### config.mk
export PLATFORM = sky130hd
export DESIGN_NAME = bus_arbiter_flat
export DESIGN_NICKNAME = d
export VERILOG_FILES = /design/src/rtl/bus_arbiter_if.sv /design/src/rtl/bus_arbiter.sv /design/src/flat_wrapper.sv
export SDC_FILE = /design/constraint.sdc
export NUM_CORES = 1
export LEC_CHECK = 0
export BUFFER_PORTS_ARGS = -buffer_cell sky130_fd_sc_hd__buf_4
export CORE_AREA = 2 2 39 41
export DETAILED_ROUTE_END_ITERATION = 8
export DIE_AREA = 0 0 41 43
export SKIP_LAST_GASP = 1
export SLEW_MARGIN = 20
export SYNTH_ARGS = -nofsm -noshare
export SYNTH_HDL_FRONTEND = slang
export SYNTH_SLANG_ARGS = --single-unit
### constraint.sdc
create_clock -name clk -period 1.49 [get_ports clk]
set_clock_uncertainty 0.2 [all_clocks]
set_input_delay 0.2235 -clock clk [delete_from_list [all_inputs] [get_ports clk]]
set_output_delay 0.2235 -clock clk [all_outputs]
set_load 0.05 [all_outputs]
### src/rtl/bus_arbiter_if.sv
// Request/grant bundle between the two bus masters and the arbiter.
// master drives requests; slave is the arbiter side.
interface bus_arbiter_if;
  logic m0_req;
  logic m1_req;
  logic m0_grant;
  logic m1_grant;
  logic m_sel;
  logic bus_busy;

  modport master (
    output m0_req,
    output m1_req,
    input  m0_grant,
    input  m1_grant,
    input  m_sel,
    input  bus_busy
  );

  modport slave (
    input  m0_req,
    input  m1_req,
    output m0_grant,
    output m1_grant,
    output m_sel,
    output bus_busy
  );
endinterface

### src/rtl/bus_arbiter.sv
// Two-master bus arbiter, parked on master 0, with a contention
// hold limit that forces hand-over so neither master starves.
module bus_arbiter #(
  parameter int unsigned MAX_HOLD = 8
) (
  input  logic          clk,
  input  logic          reset_n,
  bus_arbiter_if.slave  bus
);

  typedef enum logic {
    M0_GRANT = 1'b0,
    M1_GRANT = 1'b1
  } state_t;

  localparam logic [3:0] HOLD_LAST = 4'(MAX_HOLD - 1);

  state_t     state;
  state_t     state_nxt;
  logic [3:0] hold_cnt;
  logic [3:0] hold_nxt;
  logic       contended;
  logic       at_limit;

  // Both requesting means the owner is contended, whoever owns it.
  assign contended = bus.m0_req & bus.m1_req;
  assign at_limit  = (hold_cnt == HOLD_LAST);

  always_comb begin
    state_nxt = state;
    hold_nxt  = 4'd0;
    unique case (state)
      M0_GRANT: begin
        if (!bus.m0_req && bus.m1_req)
          state_nxt = M1_GRANT;
        else if (contended && at_limit)
          state_nxt = M1_GRANT;
      end
      M1_GRANT: begin
        if (!bus.m1_req)
          state_nxt = M0_GRANT;
        else if (contended && at_limit)
          state_nxt = M0_GRANT;
      end
    endcase
    if (state_nxt == state && contended)
      hold_nxt = hold_cnt + 4'd1;
  end

  always_ff @(posedge clk or negedge reset_n) begin
    if (!reset_n) begin
      state    <= M0_GRANT;
      hold_cnt <= 4'd0;
    end else begin
      state    <= state_nxt;
      hold_cnt <= hold_nxt;
    end
  end

  assign bus.m0_grant = (state == M0_GRANT);
  assign bus.m1_grant = (state == M1_GRANT);
  assign bus.m_sel    = (state == M1_GRANT);
  assign bus.bus_busy =
    ((state == M0_GRANT) & bus.m0_req) |
    ((state == M1_GRANT) & bus.m1_req);

endmodule

### src/flat_wrapper.sv
// flat-port wrapper written by rule: the top's interface ports become plain ports
module bus_arbiter_flat 
#(
  parameter int unsigned MAX_HOLD = 8
)
  (clk, reset_n, bus_m0_req, bus_m1_req, bus_m0_grant, bus_m1_grant, bus_m_sel, bus_bus_busy);
  bus_arbiter_if bus_i ();
  input  logic clk;
  input  logic reset_n;
  input wire logic [$bits(bus_i.m0_req)-1:0] bus_m0_req;
  input wire logic [$bits(bus_i.m1_req)-1:0] bus_m1_req;
  output wire logic [$bits(bus_i.m0_grant)-1:0] bus_m0_grant;
  output wire logic [$bits(bus_i.m1_grant)-1:0] bus_m1_grant;
  output wire logic [$bits(bus_i.m_sel)-1:0] bus_m_sel;
  output wire logic [$bits(bus_i.bus_busy)-1:0] bus_bus_busy;
  assign bus_i.m0_req = bus_m0_req;
  assign bus_i.m1_req = bus_m1_req;
  assign bus_m0_grant = bus_i.m0_grant;
  assign bus_m1_grant = bus_i.m1_grant;
  assign bus_m_sel = bus_i.m_sel;
  assign bus_bus_busy = bus_i.bus_busy;
  bus_arbiter #(.MAX_HOLD(MAX_HOLD)) u_core (.clk(clk), .reset_n(reset_n), .bus(bus_i));
endmodule
# == Word-level counts from Yosys, hierarchy flattened ==
# Index checks and enable logic that the tools add are counted.
# totals
regBits,5
output_inout_bits,4
inputBits,4
word_cells,20
# op_classes
muxes,6
n_addsub,1
n_bitwise,5
reduce_logical,4
n_eq_ne,2
# op_table
op,count
$add A4 B1 Y4 const B,1
$eq A4 B3 Y1 const B,1
$mux W1,4
$mux W4,1
$and A1 B1 Y1,3
$logic_and A1 B1 Y1,3
$pmux W1 S2,1
$eq A1 B1 Y1,1
$logic_not A1 Y1,1
$not A1 Y1,1
$or A1 B1 Y1,1

# == Longest topological paths before layout ==
# depth
depth_word,8
depth_mapped,4

# == Least setup slack after synthesis ==
# Ideal clock, no wire load.
# synth_timing
path_type,reg-to-reg
from,"register u_core.state, in the netlist u_core.bus.m1_grant"
to,"register u_core.state, in the netlist u_core.bus.m1_grant"
stages_incl_launch_ff,4
required_ns,1.212
arrival_ns,1.372
setup_slack_ns,-0.159
path_buffers,0
cell_sequence,dfrtp_1 -> inv_1 -> xnor2_1 -> a21boi_1
# synth_via
elab_chain_len,2
# synth_rtl
item,line_no,source
from (decl),bus_arbiter.sv:18,state_t state;
from (signal assigned),bus_arbiter.sv:55,state <= state_nxt;
$not A1 Y1,n/a,
via bus_m0_grant,flat_wrapper.sv:12,output wire logic [$bits(bus_i.m0_grant)-1:0] bus_m0_grant;
$pmux W1 S2,bus_arbiter.sv:32,unique case (state)
via u_core.state_nxt,bus_arbiter.sv:19,state_t state_nxt;
# The timed path passes the listed nets, and every way through them passes these cells.

# == Worst setup path after layout ==
# layout_timing
from,"register u_core.state, in the netlist u_core.bus.m1_grant"
to,output port bus_bus_busy
# layout_via
elab_chain_len,3
elab_cells_between_ends,4
# layout_rtl
item,line_no,source
$not A1 Y1,bus_arbiter.sv:64,((state == M0_GRANT) & bus.m0_req) |
$and A1 B1 Y1,bus_arbiter.sv:64,
$or A1 B1 Y1 (*),bus_arbiter.sv:64,
to (decl),flat_wrapper.sv:15,output wire logic [$bits(bus_i.bus_busy)-1:0] bus_bus_busy;
# Mark *: on every way between the ends. The rest lies on a longest branch, timed or not.

==> results.yml <==
critical_path:
  regToRegEndpoint: "u_core.hold_cnt[3]$_DFF_PN0_"
  crit_fanout: 2
  cp.arrival_ns: 1.08
  crit_type: "register to output port"
  cp-end-kind: "output port"
  worstPathRequired_ns: 1.07
  r2r_start: "u_core.hold_cnt[0]$_DFF_PN0_"
  reg2reg_depth: 4
  critPathLaunchType: "register"
  r2r_slack_ns: 0.18
placement:
  gp_congestion: 0.677
  hpwl_um: 313
  port_buffers: 7
final_layout:
  n_antenna_cell: 0
  nNetsFinal: 40
  drive_gt1_share_pct: 41.2
  area_growth_syn_to_layout_pct: 56.5
  final_util_pct: 26.3
yosys:
  synth_simple_gate_area_share_pct: 15.1
  synthAdderAreaFrac_pct: 5.38
  ys_ff_latch: 5
  synth-xor-area-share_pct: 11.3
  yosysWarnings: 0
  avgSynthCellArea_um2: 11.1
  ys_seq_area_share_pct: 53.8
  synth_compound_area_share_pct: 3.23
  synthMuxAreaShare_pct: 4.84
  synthesis.area_um2: 233
  synth.distinct_cells: 12
  synth_top_family_by_area: "simple AND/OR/NAND/NOR gates"
  synthCells: 21
  syn_nets: 26
timing:
  drv_slew: 0
  finalHoldViolations: 0
  period_share_pct: 101
  period_minus_slack_ns: 1.51
  fmax_ghz: 0.664
  setup_viol: 1
  rsz0062_at_grt: "true"
  tns_ns: -0.0166
  relSlewSlack_pct: 90.2
  tightest_slew_ns: 0.146
  whs_ns: 0.0564
  setup_slack_ns: -0.0166
detailed_routing:
  dr.first_iter.drc_count: 1
  dr_total_vias: 182
  routed_wl_um: 446
  drtAntennaViolNets: 0
  drt-vias-per-instance: 3.64
  wl_per_cell_um: 8.92
  remaining_drc_errors: 0
  drtPass1Iterations: 2
outcome:
  violations: "setup timing"
  run_status: "finished with violations"
clock_tree:
  cts_buffers: 3
  cts.sinks: 5
  clock-root-buffer: "clkbuf_4"
  clk-insertion-delay-late_ns: 0.24
  cts_tree: "yes"
  clockBufferDepth: 2
  htreeDepth: 1
  clkTransAtPathRegs_ns: 0.04
power_and_ir_drop:
  ir_drop_mv: 0.569
  leakage_nw: 0.180
  cellPowerDensity_mw_per_mm2: 1030
die:
  rows: 14
  die_h_um: 43
  initial_core_util_pct: 16.8
  die_w_um: 41
  io-pin-count: 8
  dieArea_mm2: 0.00176
  core_area_mm2: 0.00138
global_route:
  grt_max_degree: 6
  grt.total_usage_pct: 6.88
  grt_pass1_vias: 188
  grt_pass1_wl_um: 772
  overflow: 0
  antenna_found_initial: 0
flow_run:
  drv_cap: 0
min_path:
  hold_path.startpoint: "bus_m1_req"
  holdPathEnd: "u_core.hold_cnt[2]$_DFF_PN0_"
  hold_depth: 2
  holdCritPathClass: "input pin to register"
[layer usage]
metal,vias up,share of wire [%],global-route usage (%)
met2,3,43,8.13
met3,0,5.8,6.28
met5,-,0,0
met4,0,0,0
li1,95,-,-
met1,84,51,9.90
[stage by stage]
step           total power, mW  setup WS [ns]  instances  cell area [um2]
3_3_place_gp             0.212          0.162         43              303
5_1_grt                  0.398        -0.0478         50              364
6_report                 0.374        -0.0166         50              364
3_5_place_dp             0.212          0.154         43              303
4_1_cts                  0.379        -0.0176         50              360
2_1_floorplan            0.190       -0.00887         21              238
[layout make-up]
type | count | area, um2
tap | 16 | 20.0
timing repair buffer | 10 | 87.6
multi-input combinational | 13 | 92.6
sequential | 5 | 126
inverter | 2 | 11.3
fill | 150 | 1020
clock buffer | 4 | 26.3
[worst max-delay path, cell delays in order, from the launching register on]
cell and delay, ns:
dfrtp_2 0.35, mux2_2 0.34, buf_6 0.15
[cell usage in the layout (no fill, tap or decap)]
cell type	count
a21boi_1	1
clkbuf_1	1
buf_4	6
dfrtp_2	1
nand3b_1	1
and3_1	1
xnor2_1	1
clkbuf_4	3
xor2_1	2
nand3_1	2
dfrtp_1	4
buf_6	2
inv_1	1
ha_1	1
nor2_1	3
clkinvlp_4	1
dlygate4sd3_1	2
mux2_2	1
[cell families after synthesis]
| group | count (synthesis) |
|---|---|
| xor gates and xnor gates | 3 |
| buffers and inverters | 3 |
| adders and majority gates | 1 |
| DFF | 5 |
| and+or+nand+nor | 7 |
| muxes | 1 |
| AOI/OAI and AO/OA | 1 |
[worst max path at each step]
stage | from | end | slack [ns] | cells after the start
after detailed placement | u_core.bus.m1_grant$_DFF_PN0_ | bus_bus_busy | 0.15 | 2
final | u_core.bus.m1_grant$_DFF_PN0_ | bus_bus_busy | -0.02 | 2
after global routing | u_core.bus.m1_grant$_DFF_PN0_ | bus_bus_busy | -0.05 | 2
after global placement | u_core.bus.m1_grant$_DFF_PN0_ | bus_bus_busy | 0.16 | 2
after floorplan | u_core.bus.m1_grant$_DFF_PN0_ | u_core.bus.m1_grant$_DFF_PN0_ | -0.009 | 3
after CTS | u_core.bus.m1_grant$_DFF_PN0_ | bus_bus_busy | -0.02 | 2
[power breakdown]
| group | switching [mW] | internal [mW] |
|---|---|---|
| sequential | 0.00279 | 0.141 |
| clock | 0.0519 | 0.101 |
| combinational | 0.0464 | 0.0307 |
[synthesized netlist by cell type]
library cell	number	area, um2
dfrtp_1	5	125
nor2_1	3	11.3
inv_1	2	7.51
nand3_1	2	10.0
xor2_1	2	17.5
a21boi_1	1	7.51
and3_1	1	6.26
buf_4	1	7.51
ha_1	1	12.5
mux2_2	1	11.3
nand3b_1	1	7.51
xnor2_1	1	8.76
[state kept, by name (all words and copies together), names as in the netlist]
| signal | cells |
|---|---|
| u_core.hold_cnt | 4 |
| u_core.bus.m1_grant | 1 |
[repair_timing]
action,4_1_cts,5_1_grt
buffers inserted,1,0
gates cloned,0,0
hold buffers,2,0
resized for setup,1,1
endpoints found under the hold margin,6,0
endpoints found under the setup margin,1,2
Note: power is estimated with default switching activity, not from simulation.
